File: config.mk
export PLATFORM = sky130hd
export DESIGN_NAME = devolvedor_troco
export DESIGN_NICKNAME = d
export VERILOG_FILES = /design/src/rtl/devolvedor_troco.sv
export SDC_FILE = /design/constraint.sdc
export NUM_CORES = 1
export LEC_CHECK = 0
export BUFFER_PORTS_ARGS = -buffer_cell sky130_fd_sc_hd__buf_4
export CORE_ASPECT_RATIO = 1.1
export CORE_MARGIN = 3
export CORE_UTILIZATION = 52
export DETAILED_ROUTE_END_ITERATION = 6
export PLACE_DENSITY_LB_ADDON = 0.3
export REMOVE_ABC_BUFFERS = 1
export SLEW_MARGIN = 20
export SYNTH_ARGS = -nofsm -noshare
export SYNTH_HDL_FRONTEND = slang
export SYNTH_SLANG_ARGS = --single-unit
File: constraint.sdc
create_clock -name clk -period 2 [get_ports clk]
set_input_delay 0.3 -clock clk [delete_from_list [all_inputs] [get_ports clk]]
set_output_delay 0.3 -clock clk [all_outputs]
set_load 0.05 [all_outputs]
File: src/rtl/devolvedor_troco.sv
// Change dispenser: computes credit minus price and pays it out coin by coin
// (1,00 / 0,50 / 0,25) from three refillable stocks, one handshake per coin.
module devolvedor_troco #(
    parameter int unsigned ESTOQUE_INICIAL = 4
) (
    input  logic       clk,
    input  logic       rst_n,
    input  logic       iniciar,
    input  logic [3:0] valorAcumulado,
    input  logic [3:0] preco,
    input  logic       recarga,
    input  logic       moedaAck,
    output logic [1:0] moedaSaida,
    output logic       moedaValida,
    output logic       ocupado,
    output logic       concluido,
    output logic       erro,
    output logic [3:0] trocoRestante
);

    localparam int unsigned W         = 4;
    localparam int unsigned VALOR_MAX = 8;

    localparam logic [2:0] OCIOSO    = 3'd0;
    localparam logic [2:0] CALCULA   = 3'd1;
    localparam logic [2:0] SELECIONA = 3'd2;
    localparam logic [2:0] ENTREGA   = 3'd3;
    localparam logic [2:0] FIM       = 3'd4;
    localparam logic [2:0] FALHA     = 3'd5;

    localparam logic [1:0] MOEDA_NENHUMA = 2'b00;
    localparam logic [1:0] MOEDA_025     = 2'b01;
    localparam logic [1:0] MOEDA_050     = 2'b10;
    localparam logic [1:0] MOEDA_100     = 2'b11;

    localparam logic [W-1:0] ESTOQUE_RST = W'(ESTOQUE_INICIAL);

    logic [2:0]   estado, estado_d;
    logic [W-1:0] credito_q, credito_d;
    logic [W-1:0] preco_q, preco_d;
    logic [W-1:0] troco_d;
    logic [W-1:0] estoque_100, estoque_100_d;
    logic [W-1:0] estoque_050, estoque_050_d;
    logic [W-1:0] estoque_025, estoque_025_d;
    logic [1:0]   saida_d;
    logic         valida_d;
    logic         ocupado_d;
    logic         concluido_d;
    logic         erro_d;
    logic [1:0]   moeda_sel;

    // Coin value in 0,25 units.
    function automatic logic [W-1:0] valor_de(input logic [1:0] moeda);
        case (moeda)
            MOEDA_100: valor_de = W'(4);
            MOEDA_050: valor_de = W'(2);
            MOEDA_025: valor_de = W'(1);
            default:   valor_de = '0;
        endcase
    endfunction

    // Largest coin that fits the remaining change and is still in stock.
    always_comb begin
        moeda_sel = MOEDA_NENHUMA;
        if (trocoRestante >= W'(4) && estoque_100 != '0) begin
            moeda_sel = MOEDA_100;
        end else if (trocoRestante >= W'(2) && estoque_050 != '0) begin
            moeda_sel = MOEDA_050;
        end else if (trocoRestante >= W'(1) && estoque_025 != '0) begin
            moeda_sel = MOEDA_025;
        end
    end

    // Next-state, datapath and registered-output decode.
    always_comb begin
        estado_d      = estado;
        credito_d     = credito_q;
        preco_d       = preco_q;
        troco_d       = trocoRestante;
        estoque_100_d = estoque_100;
        estoque_050_d = estoque_050;
        estoque_025_d = estoque_025;
        saida_d       = moedaSaida;
        valida_d      = 1'b0;
        ocupado_d     = 1'b0;
        concluido_d   = 1'b0;
        erro_d        = 1'b0;

        case (estado)
            OCIOSO: begin
                if (iniciar) begin
                    credito_d = valorAcumulado;
                    preco_d   = preco;
                    troco_d   = '0;
                    estado_d  = CALCULA;
                end else if (recarga) begin
                    estoque_100_d = ESTOQUE_RST;
                    estoque_050_d = ESTOQUE_RST;
                    estoque_025_d = ESTOQUE_RST;
                end
            end
            CALCULA: begin
                if (credito_q > W'(VALOR_MAX) || preco_q > W'(VALOR_MAX) ||
                    credito_q < preco_q) begin
                    estado_d = FALHA;
                end else begin
                    troco_d  = credito_q - preco_q;
                    estado_d = SELECIONA;
                end
            end
            SELECIONA: begin
                if (trocoRestante == '0) begin
                    estado_d = FIM;
                end else if (moeda_sel == MOEDA_NENHUMA) begin
                    estado_d = FALHA;
                end else begin
                    saida_d  = moeda_sel;
                    estado_d = ENTREGA;
                end
            end
            ENTREGA: begin
                if (moedaAck) begin
                    // Selection guarantees the coin fits; the guards only keep counters from wrapping.
                    if (trocoRestante >= valor_de(moedaSaida)) begin
                        troco_d = trocoRestante - valor_de(moedaSaida);
                    end else begin
                        troco_d = '0;
                    end
                    case (moedaSaida)
                        MOEDA_100: if (estoque_100 != '0) estoque_100_d = estoque_100 - W'(1);
                        MOEDA_050: if (estoque_050 != '0) estoque_050_d = estoque_050 - W'(1);
                        MOEDA_025: if (estoque_025 != '0) estoque_025_d = estoque_025 - W'(1);
                        default: ;
                    endcase
                    estado_d = SELECIONA;
                end
            end
            FIM:     estado_d = OCIOSO;
            FALHA:   estado_d = OCIOSO;
            default: estado_d = OCIOSO;
        endcase

        valida_d    = (estado_d == ENTREGA);
        ocupado_d   = (estado_d != OCIOSO);
        concluido_d = (estado_d == FIM);
        erro_d      = (estado_d == FALHA);
        if (!valida_d) begin
            saida_d = MOEDA_NENHUMA;
        end
    end

    // State and registered outputs; reset drops any coin still awaiting ack.
    always_ff @(posedge clk) begin
        if (!rst_n) begin
            estado        <= OCIOSO;
            credito_q     <= '0;
            preco_q       <= '0;
            trocoRestante <= '0;
            estoque_100   <= ESTOQUE_RST;
            estoque_050   <= ESTOQUE_RST;
            estoque_025   <= ESTOQUE_RST;
            moedaSaida    <= MOEDA_NENHUMA;
            moedaValida   <= 1'b0;
            ocupado       <= 1'b0;
            concluido     <= 1'b0;
            erro          <= 1'b0;
        end else begin
            estado        <= estado_d;
            credito_q     <= credito_d;
            preco_q       <= preco_d;
            trocoRestante <= troco_d;
            estoque_100   <= estoque_100_d;
            estoque_050   <= estoque_050_d;
            estoque_025   <= estoque_025_d;
            moedaSaida    <= saida_d;
            moedaValida   <= valida_d;
            ocupado       <= ocupado_d;
            concluido     <= concluido_d;
            erro          <= erro_d;
        end
    end

endmodule

* Yosys cells after proc, flatten, opt, wreduce, memory -nomap -nowiden
Index checks and enable logic that the tools add are counted.
Widths: inputs -> output; s select.
** Cells by class
- Add/sub/neg operators :: 5
- Multiply operators :: 0
- Divide/modulo/power cells :: 0
- Magnitude comparators :: 7
- Equal/unequal tests :: 20
- Shift operators :: 0
- Mux-type cells :: 34
- Bitwise gates (word level) :: 2
- Reductions and logical operators :: 21
** Operators by type and width (number)
- $mux 4 :: 20
- $pmux 4 s2 :: 3
- $ne 2x2->1 const B :: 9
- $reduce_and 6->1 :: 3
- $mux 3 :: 5
- $pmux 3 s4 :: 1
- $pmux 4 s3 :: 1
- $reduce_bool 4->1 :: 3
- $sub 4x1->4 const B :: 3
- $eq 3x2->1 const B :: 3
- $pmux 3 s3 :: 1
- $gt 4x4->1 const B :: 2
- $sub 4x4->4 :: 2
- $eq 3x3->1 const B :: 2
- $reduce_bool 3->1 :: 2
- $eq 2x2->1 const B :: 2
- $ge 4x1->1 const B :: 1
- $ge 4x2->1 const B :: 1
- $ge 4x3->1 const B :: 1
- $ge 4x4->1 :: 1
- $logic_not 4->1 :: 1
- $lt 4x4->1 :: 1
- $mux 2 :: 2
- $ne 2x1->1 const B :: 2
- 12 further kinds :: 17
** Storage, ports and cells
- Register bits after elaboration :: 33
- Bits in latches :: 0
- Bits in writable memories :: 0
- ROM bits :: 0
- Output and inout bits :: 10
- Word-level logic and storage cells :: 101
- Memories kept :: 0

* Logic depth before layout (Yosys ltp)
Gate-level depths: netlist of run 1.
- Depth after elaboration :: 12
- Mapped depth :: 10
- Gate-level depth less buffers :: 10

* Least setup slack after synthesis of run 1
Ideal clock, no wire load.
- Kind :: flip-flop to flip-flop
- Start point :: register moedaSaida[0]
- End point :: register trocoRestante[0]
- Setup time :: 0.134 ns
- Arrival :: 2.196 ns
- Slack :: -0.329 ns
- Cell stages (with the launch flop) :: 11
- Period minus slack after synthesis :: 2.329 ns
- Cells stage by stage :: dfxtp_1 nand2b_1 inv_1 ha_1 inv_1 fa_1 a21o_1 a21boi_0 nor2_1 a21oi_1 o31ai_1
** On the way
- Word-level cells in the longest chain between the ends :: 9
- Elaborated cells on any way between the ends :: 14
- Classes of those cells :: add/sub: 1; order compare: 1; eq/ne: 3; mux: 9
** RTL lines
- start: declaration :: line 13 : output logic [1:0] moedaSaida,
- start signal: assignment :: line 175 : moedaSaida <= saida_d;
- $eq 2x1->1 or $eq 2x2->1 (tied branches) :: line 54 : case (moeda)
- $pmux 3 s3 (*) :: line 54
- $mux 4 :: line 124 : if (trocoRestante >= valor_de(moedaSaida)) begin
- $mux 4 :: line 122 : if (moedaAck) begin
- $mux 4 :: line 89 : case (estado)
- $sub 4x4->4 :: line 125 : troco_d = trocoRestante - valor_de(moedaSaida);
- $mux 4 (*) :: line 124
- $mux 4 (*) :: line 122
- $pmux 4 s3 (*) :: line 89
- end signal: assignment :: line 171 : trocoRestante <= troco_d;
- end: declaration :: line 18 : output logic [3:0] trocoRestante
Mark *: on every way between the ends. The rest lies on a longest branch, timed or not. The select of a mux whose other input is x is not followed.
A chain may end at the register's enable or synchronous reset.

* Final worst setup path of run 1
- Start point :: register credito_q[0]
- End point :: register trocoRestante[3]
** On the way
- Word-level cells in the longest chain between the ends :: 5
- Elaborated cells on any way between the ends :: 9
- Classes of those cells :: add/sub: 1; order compare: 2; eq/ne: 1; mux: 2; reduce/logical: 3
** RTL lines
- start: declaration :: line 39 : logic [W-1:0] credito_q, credito_d;
- start signal: assignment :: line 169 : credito_q <= credito_d;
- $gt 4x4->1 :: line 103 : if (credito_q > W'(VALOR_MAX) || preco_q > W'(VALOR_MAX) ||
- $logic_or 1x1->1 (2 in a row) :: line 103
- $ne 2x2->1 (no line)
- $reduce_and 4->1 (no line)
Parallel ways exist; a longest one is shown, timed or not. The select of a mux whose other input is x is not followed.

==> results of run 1 <==
area by class of cell:
cell class	count	area (um^2)
clock inverters	3	17.52
inverters	18	67.56
repair buffers	48	360.3
multi-input cells	168	1214
well taps	48	60.06
flip-flops and latches	33	663.1
fillers	282	965.9
clock buffers	5	37.54
what timing repair did:
action | 4_1_cts | 5_1_grt
hold endpoints to repair | 0 | 0
endpoints found under the setup margin | 10 | 12
setup buffers | 0 | 1
gates resized for setup | 13 | 10
pin swaps | 6 | 5
cell families (layout without fill, tap and decap cells):
| family | after synthesis | in the layout | synth area share (%) |
|---|---|---|---|
| simple gates | 98 | 98 | 25.50 |
| compound gates | 44 | 44 | 18.14 |
| flops | 33 | 33 | 35.34 |
| buf+inv | 26 | 74 | 5.488 |
| fa+ha+maj | 12 | 12 | 8.835 |
| xor+xnor | 12 | 12 | 5.622 |
| mux | 2 | 2 | 1.071 |
report_power, final:
group	internal [mW]	leakage (nW)	switching, mW
combinational	0.478	0.684	0.572
sequential	0.744	0.270	0.0770
clock	0.132	0.0310	0.241
total	1.35	0.985	0.890
critical path, cell delays in order (launching register included):
cell,delay [ns]
dfxtp_2,0.35
inv_2,0.04
ha_4,0.15
fa_2,0.33
nand2b_4,0.15
a221oi_4,0.33
buf_4,0.18
a31oi_4,0.10
o211ai_1,0.21
o31ai_1,0.09
Yosys cell counts, types with 5 or more instances:
| library cell | n | share of area (%) |
|---|---|---|
| xor2_1 | 8 | 3.7 |
| nor3_1 | 6 | 1.6 |
| nor2b_1 | 7 | 2.3 |
| clkbuf_1 | 6 | 1.2 |
| ha_1 | 10 | 6.7 |
| inv_1 | 18 | 3.6 |
| nor2_1 | 20 | 4.0 |
| a21oi_1 | 7 | 1.9 |
| o211ai_1 | 5 | 2.0 |
| nand2_1 | 35 | 7.0 |
| nand3_1 | 9 | 2.4 |
| a21boi_0 | 9 | 3.6 |
| dfxtp_1 | 33 | 35 |
sequential cells by signal, summed over array words and instances (netlist names):
| name | flops |
|---|---|
| erro | 1 |
| estoque_050 | 4 |
| estado | 3 |
| estoque_025 | 4 |
| moedaValida | 1 |
| credito_q | 4 |
| ocupado | 1 |
| estoque_100 | 4 |
| concluido | 1 |
| trocoRestante | 4 |
| preco_q | 4 |
| moedaSaida | 2 |
metal layers:
layer | part of all wire [%] | track usage, % | up-vias | wire length [um]
li1 | - | - | 871 | -
met1 | 42 | 22.72 | 765 | 1771
met2 | 50 | 40.71 | 44 | 2086
met3 | 4.6 | 5.673 | 13 | 191
met4 | 3.3 | 13.22 | 0 | 140
met5 | 0 | 0 | - | 0
worst paths after layout:
kind,end,cells after the start
max,trocoRestante[3],9
min,credito_q[0],3
min reg2reg,preco_q[2],2
max reg2reg,trocoRestante[3],9
==> metrics.yaml, run 1 <==
outcome: "finished, violations left"
violations: "setup timing"
cts_tree: "done"
synthCells: 227
fin_nets: 299
cp.required_ns: 2.23
finClkSkew_ns: 0.009771
slew_headroom_pct: 55.61
numCtsBuffers: 5
endpoint_kind: "flop"
route.antenna.remaining_nets: 0
grt_pass1_wl_mm: 7.383
wl_per_cell_um: 12.97
finalPower_mw: 2.244
antennaDiodeCount: 0
setup.worst_path.start_class: "flop"
whs_ns: 0.1878
yosysWarnings: 0
fin_area_um2: 2420
ys_seq_area_share_pct: 35.34
finalCritPeriodShare_pct: 102.7
critPathKind: "reg -> reg"
die_w_um: 63.17
die-area_um2: 4351
setup_viol: 5
cts_max_level: 2
arrival_ns: 2.28
place_inst: 314
final-hold-violation-count: 0
p_per_area_nw_per_um2: 927.3
drtIter0Drc: 67
gp_congestion: 0.8997
grt_pass1_vias: 1723
syn_area_per_cell_um2: 8.235
final_cell_mix: "buf_4 (48), nand2_1 (35), dfxtp_1 (31), nor2_1 (20), inv_1 (16)"
synth.ff_latch_count: 33
grt_use_total_pct: 21.97
clkLatencyLatePin_ns: 0.35
min_from: "valorAcumulado[0]"
grt_max_degree: 24
placed_cell_area_um2: 2247
clock_sink_count: 33
layoutNonFillerInstCount: 323
antenna_found_initial: 0
via_per_inst: 5.241
r2r-start: "credito_q[0]"
period_needed_ns: 2.053
clkTransAtPathRegs_ns: 0.11
rsz0062_at_grt: "true"
dpl.hpwl_mm: 3.185
netlist_area_um2: 1869
num_vias: 1693
worst_pin_slew_ns: 0.6602
synth_edf_count: 0
drcViolationCount: 0
setup_tns_ns: -0.1395
ios: 23
clockRootBuffer: "clkbuf_4"
cp_max_fo: 6
drive_gt1_share_pct: 30.18
peakVddDrop_v: 0.0006178
routed_wl_mm: 4.189
max_cap_violations: 0
post-route-util_pct: 71.47
synth_async_sr_flop_share_pct: 0
area_growth_pct: 29.45
max_clock_freq_mhz: 487.0
initial_core_util_pct: 55.21
rrSetupSlack_ns: -0.05
overflow: 0
startpoint: "credito_q[0]"
cts_buffer_depth: 2
die_height_um: 68.89
synthFlopType: "dfxtp_1"
portBuffers: 22
first_pass_iters: 4
setup_slack_ns: -0.05342
layout_commonest_cell: "buf_4"
p_leak_nw: 0.9848
ys_types: 46
pre_cts_slack_ns: -0.1910
ctsHoldBuffers: 0
rows: 22
core_region_area_um2: 3386
slew_viol_final: 0
hold_path_class: "in -> reg"
Note: power is estimated with default switching activity, not from simulation.
==> run 2: changes to the inputs <==
- CAP_MARGIN: not set -> 20
- CTS_BUF_LIST: not set -> sky130_fd_sc_hd__clkbuf_16
==> run 2 against run 1 <==
  * The flow still finishes with violations (setup timing)
  * Design area up 4.0%
  * Global-route usage increased by 1.1 points
  * Via count up 0.89%
  * Cell count rose by 0.31%
  * Clock power increased by 100%
  * Utilization grew 2.9 points
  * Largest power group unchanged
==> metrics.yaml, run 2 (synthesis results as in run 1) <==
outcome: "finished, violations left"
violations: "setup timing"
ff2ff_path_depth: 9  # unchanged
layout_commonest_cell: "buf_4"
clkLatencyLatePin_ns: 0.28  # -0.07 ns
p_leak_nw: 1.028  # +4.4%
grt_pass1_wl_mm: 7.527  # +2.0%
num_vias: 1708  # +0.89%
layoutNonFillerInstCount: 324  # +0.31%
crit_slowest_cell: "a221oi_4"
rows: 22  # unchanged
clock_sink_count: 33  # unchanged
cts_buffer_depth: 2  # unchanged
peakVddDrop_v: 0.0007527  # +22%
antenna_found_initial: 0  # unchanged
finClkSkew_ns: 0.006935  # -0.002836 ns
setup_viol: 8  # +3
critPathKind: "reg -> reg"
setup.worst_path.start_class: "flop"
drtIter0Drc: 74  # +10%
final_cell_mix: "buf_4 (49), nand2_1 (35), dfxtp_1 (31), nor2_1 (19), inv_1 (16)"
arrival_ns: 2.27  # about the same
cts_max_level: 2  # unchanged
grt_use_total_pct: 23.03  # +1.1 points
p_per_area_nw_per_um2: 1047  # +13%
drcViolationCount: 0  # unchanged
drive_gt1_share_pct: 31.52  # +1.3 points
worst_pin_slew_ns: 0.5940  # -0.06611 ns
first_pass_iters: 4  # unchanged
min_from: "valorAcumulado[0]"
place_inst: 314  # unchanged
max_cap_violations: 0  # unchanged
core_region_area_um2: 3386  # unchanged
cp_max_fo: 3  # -3
finalCritPeriodShare_pct: 102.4  # -0.28 points
grt_max_degree: 24  # unchanged
finalPower_mw: 2.636  # +17%
crit_path_max_incr_delay_ns: 0.35  # about the same
fill_cells: 270  # -4.3%
endpoint_kind: "flop"
route.antenna.remaining_nets: 0  # unchanged
fin_nets: 300  # +0.33%
hold_end: "credito_q[0]"
overflow: 0  # unchanged
whs_path_depth: 3  # unchanged
r2r-start: "credito_q[0]"
die-area_um2: 4351  # unchanged
period_needed_ns: 2.048  # -0.005606 ns
initial_core_util_pct: 55.21  # unchanged
setup_slack_ns: -0.04781  # +0.005606 ns
numCtsBuffers: 5  # unchanged
dpl.hpwl_mm: 3.185  # unchanged
die_w_um: 63.17  # unchanged
portBuffers: 22  # unchanged
die_height_um: 68.89  # unchanged
routed_wl_mm: 4.430  # +5.8%
reg2reg_to: "concluido"
clkTransAtPathRegs_ns: 0.06  # -0.05 ns
grt_pass1_vias: 1670  # -3.1%
cp.required_ns: 2.23  # about the same
area_growth_pct: 34.67
rsz0062_at_grt: "true"
cts_tree: "done"
wl_per_cell_um: 13.67  # +5.4%
final-hold-violation-count: 0  # unchanged
max_clock_freq_mhz: 488.3  # +0.27%
clockRootBuffer: "clkbuf_16"
slew_viol_final: 0  # unchanged
rrSetupSlack_ns: -0.05  # about the same
via_per_inst: 5.272  # +0.57%
gp_congestion: 0.8997  # unchanged
antennaDiodeCount: 0  # unchanged
hold_path_class: "in -> reg"
multi_input_area_um2: 1216  # +0.21%
worstPathCellList: "inv_2, ha_4, fa_2, nand2b_4, a221oi_4, a21boi_2, a311oi_4, buf_4, nor2b_1"
regArea_um2: 663.1  # unchanged
ios: 23  # unchanged
slew_headroom_pct: 60.06  # +4.4 points
[run 2: changes by cell type in the layout (fill, tap and decap cells not counted), sizes merged]
cell and delta:
buf +1
[run 2: layout make-up]
class	instances	share of cell area, %
tap	48	2.386
inverter	18	2.684
timing repair buffer	49	14.61
clock inverter	3	0.6958
clock buffer	5	4.970
sequential	33	26.34
multi-input combinational	168	48.31
[run 2: how the worst max path moves through the flow]
stage,cells past startpoint,end,start
floorplan,10,trocoRestante[0],moedaSaida[0]
global placement,8,moedaSaida[0],credito_q[0]
detailed placement,8,concluido,credito_q[0]
CTS,8,concluido,credito_q[0]
global route,9,concluido,credito_q[0]
finish,9,concluido,credito_q[0]
[run 2: repair_timing]
action,in CTS,in global routing
endpoints found under the hold margin,0,0
endpoints found under the setup margin,10,12
hold buffers,0,0
resized for setup,14,11
gates cloned,0,0
buffers inserted,0,2
pin swaps,6,3
[run 2: layer usage]
metal | track usage (%) | part of all wire (%) | vias up
li1 | - | - | 875
met1 | 24.31 | 41 | 765
met5 | 0 | 0 | -
met3 | 6.483 | 5.6 | 12
met4 | 14.33 | 3.4 | 0
met2 | 41.37 | 50 | 56
[run 2: through the flow]
step / TNS [ns] / hold WS (ns) / setup slack (ns) / util [%] / area, um^2
after floorplan: -1.585 / 0.4282 / -0.3294 / - / 1834
after detailed placement: -1.143 / 0.4765 / -0.1910 / 66.37 / 2247
after global routing: -1.002 / 0.2824 / -0.1418 / 74.35 / 2517
after CTS: -0.03588 / 0.2643 / -0.02083 / 72.51 / 2455
final: -0.1851 / 0.2649 / -0.04781 / 74.35 / 2517
after global placement: -0.9184 / 0.4705 / -0.1598 / 66.37 / 2247
[run 2: power breakdown]
part / leakage, nW / internal [mW] / switching (mW) / total (mW)
clock network: 0.0696 / 0.456 / 0.289 / 0.745
logic: 0.688 / 0.481 / 0.584 / 1.07
registers: 0.270 / 0.746 / 0.0793 / 0.825
total: 1.03 / 1.68 / 0.953 / 2.64
[run 2: worst max-delay path: cells and delay by family (launching register included)]
kind                     cells  cell delay (ns)
AO/OA/AOI/OAI                3             0.70
adder cells (fa/ha/maj)      2             0.48
buffers and inverters        2             0.21
flip-flops                   1             0.33
AND/OR/NAND/NOR              2             0.26
==> run 3: changes to the inputs <==
- BUFFER_PORTS_ARGS: -buffer_cell sky130_fd_sc_hd__buf_4 -> not set
- CORE_UTILIZATION: 52 -> 56
- CTS_CLUSTER_DIAMETER: not set -> 150
- DONT_BUFFER_PORTS: not set -> 1
==> run 3 against run 2 <==
  * The run still ends with setup timing left
  * Utilization grew 2.2 points
  * Critical path depth is the same
  * Global-route usage grew 0.84 points
  * Non-clock buffer count shrank 13
  * Wire length grew 2.6%
==> metrics.yaml, run 3 (synthesis results as in run 1) <==
fin_nets: 287  # -4.3%
finalCritPeriodShare_pct: 108.0  # +5.6 points
portBuffers: 0  # -100%
grt_use_total_pct: 23.87  # +0.84 points
endpoint_kind: "flop"
finalPower_mw: 2.628  # -0.29%
via_per_inst: 5.660  # +7.4%
grt_max_degree: 24  # unchanged
finClkSkew_ns: 0.002122  # -0.004813 ns
critPathKind: "reg -> reg"
p_leak_nw: 0.9666  # -6.0%
ios: 23  # unchanged
pwr-share-comb_pct: 39.6  # -0.8 points
route.antenna.remaining_nets: 0  # unchanged
dpl.hpwl_mm: 3.100  # -2.7%
r2r-start: "credito_q[0]"
violations: "setup timing"
ctsHoldBuffers: 0  # unchanged
die_height_um: 66.60  # -3.3%
startpoint: "credito_q[0]"
max_clock_freq_mhz: 462.8  # -5.2%
clkPwrFrac_pct: 27.5  # -0.8 points
post-route-util_pct: 76.55  # +2.2 points
power_switching_mw: 0.9422  # -1.1%
clock_sink_count: 33  # unchanged
outcome: "finished, violations left"
core_region_area_um2: 3127  # -7.6%
rows: 21  # -4.5%
grt_pass1_vias: 1644  # -1.6%
hold_path_class: "in -> reg"
num_vias: 1681  # -1.6%
gp_congestion: 0.8827  # -1.9%
grt_pass1_wl_mm: 7.113  # -5.5%
drtIter0Drc: 74  # unchanged
period_needed_ns: 2.161  # +0.1130 ns
hold_end: "estado[0]"
cp.required_ns: 2.15  # -0.08 ns
numCtsBuffers: 5  # unchanged
slew_viol_final: 0  # unchanged
final_cell_mix: "buf_4 (36), nand2_1 (35), dfxtp_1 (31), nor2_1 (20), inv_1 (16)"
rsz0062_at_grt: "true"
ff2ff_path_depth: 9  # unchanged
setup_viol: 7  # -1
whs_ns: 0.1531  # -0.1118 ns
clockRootBuffer: "clkbuf_16"
arrival_ns: 2.31  # +0.04 ns
setup_slack_ns: -0.1608  # -0.1130 ns
p_int_mw: 1.686  # +0.18%
peakVddDrop_v: 0.0007796  # +3.6%
max_cap_violations: 0  # unchanged
p_per_area_nw_per_um2: 1098  # +4.9%
layout_commonest_cell: "buf_4"
drive_gt1_share_pct: 26.62  # -4.9 points
slew_headroom_pct: 54.29  # -5.8 points
initial_core_util_pct: 59.78  # +4.6 points
routed_wl_mm: 4.545  # +2.6%
cp_max_fo: 6  # +3
rrSetupSlack_ns: -0.16  # -0.11 ns
setup.worst_path.start_class: "flop"
power_frac_seq_pct: 32.9  # +1.6 points
final-hold-violation-count: 0  # unchanged
reg2reg_to: "trocoRestante[3]"
sw_frac_of_total_pct: 35.86  # -0.30 points
min_from: "rst_n"
cts_tree: "done"
overflow: 0  # unchanged
antenna_found_initial: 0  # unchanged
first_pass_iters: 4  # unchanged
clkTransAtPathRegs_ns: 0.05  # about the same
area_growth_pct: 28.05
wl_per_cell_um: 15.30  # +12%
worst_pin_slew_ns: 0.6799  # +0.08581 ns
cts_max_level: 2  # unchanged
drcViolationCount: 0  # unchanged
die_w_um: 61.09  # -3.3%
clkLatencyLatePin_ns: 0.28  # about the same
die-area_um2: 4068  # -6.5%
antennaDiodeCount: 0  # unchanged
cts_buffer_depth: 2  # unchanged
whs_path_depth: 1  # -2
-- run 3: worst max-delay path, stage by stage, from the launching register on --
cell and delay [ns]:
dfxtp_2 0.33, inv_2 0.04, ha_4 0.16, fa_2 0.34
nand2b_4 0.16, a221oi_4 0.33, buf_4 0.18, a31oi_4 0.11
o211ai_1 0.26, o31ai_1 0.12
-- run 3: what timing repair did --
item / 4_1_cts / 5_1_grt
endpoints found under the setup margin: 12 / 12
resized for setup: 11 / 13
pin swaps: 4 / 8
buffers inserted: 0 / 3
-- run 3: power groups by stage --
stage / logic, mW / clock network [mW] / registers, mW
2_1_floorplan: 0.551 / 0 / 0.898
3_3_place_gp: 0.843 / 0 / 0.869
3_5_place_dp: 0.860 / 0 / 0.872
4_1_cts: 0.931 / 0.732 / 0.862
5_1_grt: 1.13 / 0.753 / 0.875
6_report: 1.04 / 0.721 / 0.866
-- run 3: worst max-delay path by stage --
stage / end / slack [ns]
final: trocoRestante[3] / -0.16
after global routing: trocoRestante[3] / -0.19
after CTS: concluido / -0.08
after detailed placement: concluido / -0.24
after global placement: concluido / -0.16
after floorplan: trocoRestante[0] / -0.33
-- run 3: cell type report --
class / count / area (um^2)
timing repair buffer: 36 / 270.3
multi-input combinational: 168 / 1212
inverter: 18 / 67.56
clock inverter: 3 / 12.51
sequential: 33 / 663.1
fill: 228 / 733.2
tap: 34 / 42.54
clock buffer: 5 / 125.1
-- run 3: through the flow --
stage / worst slack, ns / setup TNS, ns / std cells / instance area [um^2]
global placement: -0.1620 / -0.9350 / 286 / 2125
finish: -0.1608 / -0.8198 / 297 / 2394
global route: -0.1893 / -1.099 / 297 / 2394
CTS: -0.08416 / -0.3323 / 294 / 2316
detailed placement: -0.2361 / -1.402 / 286 / 2125
floorplan: -0.3294 / -1.585 / 219 / 1834
-- run 3: per-layer routing --
| metal | wire (um) | global-route usage [%] |
|---|---|---|
| met5 | 0 | 0 |
| met4 | 99 | 10.03 |
| met2 | 2455 | 43.25 |
| met3 | 153 | 6.783 |
| met1 | 1837 | 24.79 |
